## src/rtl/alu_control_if.sv

```systemverilog
// Decode request/response bundle between main control and the ALU select register.
interface alu_control_if;
  logic [1:0] ALUOp;
  logic [2:0] funct3;
  logic [6:0] funct7;
  logic [3:0] alu_ctrl;

  modport master (output ALUOp, funct3, funct7, input  alu_ctrl);
  modport slave  (input  ALUOp, funct3, funct7, output alu_ctrl);
endinterface

```

## src/rtl/alu_control.sv

```systemverilog
// ALUOp/funct3/funct7 decode into the 4-bit ALU select, registered for the EX stage.
module alu_control (
  input  logic           clk,
  input  logic           rst_n,
  alu_control_if.slave   bus
);
  typedef enum logic [3:0] {
    OP_ADD  = 4'b0000,
    OP_SUB  = 4'b0001,
    OP_AND  = 4'b0010,
    OP_OR   = 4'b0011,
    OP_XOR  = 4'b0100,
    OP_SLL  = 4'b0101,
    OP_SRL  = 4'b0110,
    OP_SRA  = 4'b0111,
    OP_SLT  = 4'b1000,
    OP_SLTU = 4'b1001
  } alu_op_e;

  alu_op_e dec;
  logic    f7_alt;
  logic    f7_lsb;

  assign f7_alt = bus.funct7[5];
  assign f7_lsb = bus.funct7[0];

  always_comb begin
    dec = OP_ADD;
    unique case (bus.ALUOp)
      // R-type uses the team funct3 map, not the standard RV one
      2'b00: begin
        case (bus.funct3)
          3'b001:  dec = f7_alt ? OP_SUB  : OP_ADD;
          3'b000:  dec = OP_AND;
          3'b111:  dec = OP_OR;
          3'b101:  dec = OP_XOR;
          3'b010:  dec = OP_SLL;
          3'b110:  dec = f7_alt ? OP_SRA  : OP_SRL;
          3'b100:  dec = f7_lsb ? OP_SLTU : OP_SLT;
          default: dec = OP_ADD;
        endcase
      end
      2'b01: begin
        case (bus.funct3)
          3'b000:  dec = OP_ADD;
          3'b001:  dec = OP_SLL;
          3'b010:  dec = OP_SLT;
          3'b011:  dec = OP_SLTU;
          3'b100:  dec = OP_XOR;
          3'b101:  dec = f7_alt ? OP_SRA : OP_SRL;
          3'b110:  dec = OP_OR;
          default: dec = OP_AND;
        endcase
      end
      2'b10:   dec = OP_ADD;
      default: dec = OP_SUB;
    endcase
  end

  always_ff @(posedge clk or negedge rst_n) begin
    if (!rst_n) bus.alu_ctrl <= OP_ADD;
    else        bus.alu_ctrl <= dec;
  end
endmodule

```

## src/flat_wrapper.sv

```systemverilog
// flat-port wrapper written by rule: the top's interface ports become plain ports
module alu_control_flat 
  (clk, rst_n, bus_ALUOp, bus_funct3, bus_funct7, bus_alu_ctrl);
  alu_control_if bus_i ();
  input  logic clk;
  input  logic rst_n;
  input wire logic [$bits(bus_i.ALUOp)-1:0] bus_ALUOp;
  input wire logic [$bits(bus_i.funct3)-1:0] bus_funct3;
  input wire logic [$bits(bus_i.funct7)-1:0] bus_funct7;
  output wire logic [$bits(bus_i.alu_ctrl)-1:0] bus_alu_ctrl;
  assign bus_i.ALUOp = bus_ALUOp;
  assign bus_i.funct3 = bus_funct3;
  assign bus_i.funct7 = bus_funct7;
  assign bus_alu_ctrl = bus_i.alu_ctrl;
  alu_control u_core (.clk(clk), .rst_n(rst_n), .bus(bus_i));
endmodule
```

## config.mk

```make
export PLATFORM = sky130hd
export DESIGN_NAME = alu_control_flat
export DESIGN_NICKNAME = d
export VERILOG_FILES = /design/src/rtl/alu_control_if.sv /design/src/rtl/alu_control.sv /design/src/flat_wrapper.sv
export SDC_FILE = /design/constraint.sdc
export NUM_CORES = 1
export LEC_CHECK = 0
export CELL_PAD_IN_SITES_DETAIL_PLACEMENT = 0
export CELL_PAD_IN_SITES_GLOBAL_PLACEMENT = 1
export CORE_AREA = 2 2 39 41
export CTS_BUF_LIST = sky130_fd_sc_hd__clkbuf_4 sky130_fd_sc_hd__clkbuf_8 sky130_fd_sc_hd__clkbuf_16
export CTS_CLUSTER_DIAMETER = 30
export CTS_CLUSTER_SIZE = 14
export DETAILED_ROUTE_END_ITERATION = 8
export DIE_AREA = 0 0 41 43
export GPL_TIMING_DRIVEN = 0
export HOLD_SLACK_MARGIN = 0.03
export PLACE_DENSITY_LB_ADDON = 0.3
export SYNTH_ARGS = -nofsm -noshare
export SYNTH_HDL_FRONTEND = slang
export SYNTH_SLANG_ARGS = --single-unit
export TNS_END_PERCENT = 30
```

## constraint.sdc

```tcl
create_clock -name clk -period 0.8 [get_ports clk]
set_input_delay 0.16 -clock clk [delete_from_list [all_inputs] [get_ports clk]]
set_output_delay 0.16 -clock clk [all_outputs]
set_load 0.02 [all_outputs]
```

Yosys cells after proc, flatten, opt, wreduce, memory -nomap -nowiden

Index checks and enable logic that the tools add are counted.

Div/mod/pow operators: 0
Bitwise operators: 0
Multipliers: 0
Shifts and indexed selects: 0
Reductions and logical operators: 2
Order comparisons: 0
Multiplexer cells: 6
Add/subtract/negate cells: 0
Equal/unequal tests: 9

Operators with widths:

| kind                 | count |
|---|---|
| $pmux W4 S7          | 2 |
| $eq A3 B3 Y1 const B | 4 |
| $pmux W4 S3          | 1 |
| $eq A3 B2 Y1 const B | 2 |
| $eq A3 B1 Y1 const B | 1 |
| $logic_not A3 Y1     | 1 |
| $mux W1              | 3 |
| $eq A2 B1 Y1 const B | 1 |
| $eq A2 B2 Y1 const B | 1 |
| $logic_not A2 Y1     | 1 |

Bits of input ports: 14
Memories kept: 0
Word-level logic and storage cells: 18
Memory bits (read-only): 0
Output and inout bits: 4
Memory bits (writable): 0
Bits in registers: 4
Bits in latches: 0

Longest topological paths before layout

Word-level depth: 3
Gate-level depth with buffers: 4
Depth with buffers taken out: 4

Worst setup path before layout

Ideal clock, no wire load.

Kind: in2reg
From: in bus_funct3[2]
To: reg u_core.bus.alu_ctrl[0]
Path buffers: 1
Arrival time: 887 ps
Library setup time: 121 ps
Slack: -208 ps
Stages on the path: 4
Required time: 679 ps
Path through: buf_2 > o21ai_0 > a221o_1 > a22o_1

Word-level cells in the longest chain between the ends: 3
Elaborated cells on any way between the ends: 11
Those cells by class: eq/ne: 7; mux: 3; reduce/logical: 1

RTL lines:

| element                                    | RTL line                             | text |
|---|---|---|
| from (decl)                                | flat_wrapper.sv:8                    | `input wire logic [$bits(bus_i.funct3)-1:0] bus_funct3;` |
| $eq A3 B3 Y1, or another cell as far along | alu_control.sv:32, alu_control.sv:44 |  |
| $pmux W4 S7 (on tied branches)             | alu_control.sv:44, alu_control.sv:32 |  |
| $pmux W4 S3 (*)                            | alu_control.sv:29                    | `unique case (bus.ALUOp)` |
| named net u_core.dec[0]                    | alu_control.sv:20                    | `alu_op_e dec;` |
| to (signal assigned)                       | alu_control.sv:61                    | `if (!rst_n) bus.alu_ctrl <= OP_ADD;` |
| to (signal assigned)                       | alu_control.sv:62                    | `else bus.alu_ctrl <= dec;` |
| to (decl)                                  | alu_control_if.sv:9                  | `modport slave (input ALUOp, funct3, funct7, output alu_ctrl);` |

Mark *: on every way through the listed nets, which the timed path passes. The rest lies on a longest branch.

Final worst setup path

From: reg u_core.bus.alu_ctrl[1]
To: out bus_alu_ctrl[1]

RTL lines:

| element   | RTL line           | text |
|---|---|---|
| to (decl) | flat_wrapper.sv:10 | `output wire logic [$bits(bus_i.alu_ctrl)-1:0] bus_alu_ctrl;` |

No word-level cell between the ends.

==> results by group <==
Yosys
  • Post-synthesis xor/xnor area fraction: 0%
  • Simple-gate share of the synthesized area: a little over a quarter
  • Synth Area per Inst: 8.63 sq um
  • Post-synthesis compound-gate area fraction: around 25%
  • Largest cells by area after synthesis: dfrtp_1 (40%), nor3_1 (8.0%), nor2_1 (6.0%)
  • Syn nets: 43
  • Multiplexer share of the synthesized area: under 10%
  • Largest family of logic cells by synthesized area: simple AND/OR/NAND/NOR gates
  • Ys async rst share: 100%
  • Synth Area in Adders: 0%
  • Register area share after synthesis: 40.0%
  • Seq cells post-synth: 4
  • Post-synth EDFFs: 0
  • Yosys cell types: 16
  • Synthesis warning total: 0
  • Main synth FF type: dfrtp_1
  • Cell taking the most area after synthesis: dfrtp_1
  • Netlist Area Pre-Place: around 250 sq um
  • Post-synthesis instance total: 29
  • Yosys top cell area share: 40.0%
  • Top cells by count, synth: dfrtp_1 (4), nor2_1 (4), nor3_1 (4)

Setup path
  • CP Data Required Time: 0.64 ns
  • Crit-path cells: buf_6
  • Worst path arrival time: a little over 0.7 ns
  • Critical path's top delay family: flip-flops
  • CP max FO: 1
  • Slowest CP cell: dfrtp_1
  • Slowest Stage Delay on Critical Path: roughly 0.37 ns
  • Setup crit start kind: flip-flop
  • WS Path Type: reg2out
  • Setup crit end kind: primary output
  • CP Buf/Inv Count: 1

Pwr
  • Pleak: about 0.21 nW
  • Peak supply drop: 0.335 mV
  • Tot Pwr: approximately 630 uW
  • PwrDens: between 1000 and 1500 nW/um^2

Final layout
  • Fin cells: 59
  • Largest regs: u_core.bus.alu_ctrl x4
  • Syn-to-layout area delta: 70.5%
  • Final nets: roughly 60
  • Fillcell total: between 150 and 200
  • Register name with the most flops: u_core.bus.alu_ctrl
  • Sequential Area: 100 sq um
  • Post-route core utilization: 30.8%
  • Ant. Diodes: 0
  • Max reg flops: 4
  • Area occupied by multi-input gates: 155 sq um
  • Share of layout cells above drive strength 1: between 40% and 50%

Routing
  • Via count: around 270
  • Iteration-0 DRC Markers: 0
  • First-pass iteration count of the detailed router: 1
  • Vias per cell: between 4 and 5
  • # DRC: 0
  • Detailed-route wire length: roughly 580 microns
  • DR WL/cell: between 9 and 10 microns
  • Routed Antenna Nets: 0

Global route
  • First-pass GRT wire length: approximately 900 microns
  • Vias in the first global route: between 200 and 300
  • Initial antenna violation count: 0
  • GRT Util Overall: about 7.7%
  • Grt ovf: 0
  • Largest net degree at the start of global routing: 9

Floorplanning
  • Die width: around 40 microns
  • Die Height: between 40 and 50 microns
  • Die ar.: 1760 sq um
  • Ports: 18
  • Site Rows: 14
  • CORE AREA: between 1000 and 1500 sq um
  • Initial Utilization: a little under a fifth

Clock network
  • Total CTS buffers: 3
  • Clock transition at path regs: around 0.04 ns
  • Clock sink total: 4
  • CTS tree: built
  • CTS root buf: clkbuf_4
  • Clk buf depth: 2
  • CTS Hold Bufs: 0
  • Post-CTS Repair Setup Buffers: 0
  • H-Tree Depth: 1

Timing
  • Final slew viol count: 0
  • Fmax: around 1100 MHz
  • Minimum clock period: slightly below 0.9 ns
  • Fin. Hold Viols: 0
  • Final setup viols: 5
  • Unrepaired setup endpoints after global routing: true
  • Slew headroom: 85.4%
  • Final worst setup slack: -0.0847 ns
  • Period Utilization, post-route: 111%
  • TNS Setup: -0.337 ns
  • WHS: approximately 0.12 ns
  • Worst-Margin Slew: between 0.2 and 0.25 ns

Run status
  • Failing checks: negative setup slack
  • Status: finished with violations

Placed design
  • Cells after DPL: 56
  • Hpwl dp: between 400 and 500 microns
  • Port Buffers: 11
  • GPL Wtd Cong: 0.668

Flow run
  • Max-cap violations: 0

Min path
  • Hold crit path type: in2async
what timing repair did:
action | in CTS | in global routing
pin swaps | 1 | 3
resized for setup | 28 | 24
hold endpoints to repair | 0 | 0
gates cloned | 0 | 0
endpoints found under the setup margin | 8 | 7
through the flow:
step | setup WS (ns) | area [sq um]
5_1_grt | -0.105 | 427
2_1_floorplan | -0.109 | 265
6_report | -0.0847 | 427
4_1_cts | -0.127 | 397
3_3_place_gp | -0.711 | 395
3_5_place_dp | -0.755 | 395
power by group:
group          internal (mW)  switching, mW
Combinational         0.0904         0.0782
Sequential             0.217        0.00573
Clock                  0.167         0.0750
Total                  0.475          0.159
layout make-up:
cell class | instances | area share [%]
multi-input combinational | 22 | 36.4
timing repair buffer | 11 | 24.9
sequential | 4 | 23.5
clock buffer | 3 | 5.28
tap | 16 | 4.69
buffer | 1 | 3.52
inverter | 2 | 1.76
cells in the final DEF, fill, tap and decap left out:
master / instances
o21ai_1: 1
clkdlybuf4s15_1: 1
buf_8: 1
clkdlybuf4s50_1: 1
nor3_1: 3
buf_4: 1
buf_6: 5
nand2_1: 1
inv_2: 1
mux2i_1: 1
nor2_1: 4
a21oi_2: 1
dfrtp_1: 4
inv_1: 1
a21o_2: 1
o21a_1: 2
and3b_2: 1
a22o_1: 1
o21ai_2: 1
and2_2: 1
clkbuf_2: 2
a221o_1: 1
clkbuf_4: 3
a21oi_1: 1
nor3_2: 1
dlymetal6s2s_1: 1
nor2b_4: 1
metal layers:
metal / vias to the layer above / part of all wire, % / GRT usage (%)
met5: - / 0 / 0
met3: 0 / 6.2 / 1.57
met4: 0 / 0 / 8.00
li1: 131 / - / -
met2: 10 / 56 / 11.6
met1: 124 / 37 / 8.09
kinds of logic (layout without fill, tap and decap cells):
kind of cell,Yosys count,count (layout)
flops,4,4
buf+inv,3,17
simple gates,12,12
compound gates,9,9
mux,1,1
final timing paths:
path	start	end	cells after the start	slack, ns
setup / recovery	u_core.bus.alu_ctrl[1]$_DFF_PN0_	bus_alu_ctrl[1]	1	-0.08
hold / removal	rst_n	u_core.bus.alu_ctrl[2]$_DFF_PN0_	1	0.12
max in group asynchronous	rst_n	u_core.bus.alu_ctrl[0]$_DFF_PN0_	1	0.52
min in group clk	bus_funct3[2]	u_core.bus.alu_ctrl[1]$_DFF_PN0_	3	0.21
No activity file was read; power rests on OpenSTA's default activity.
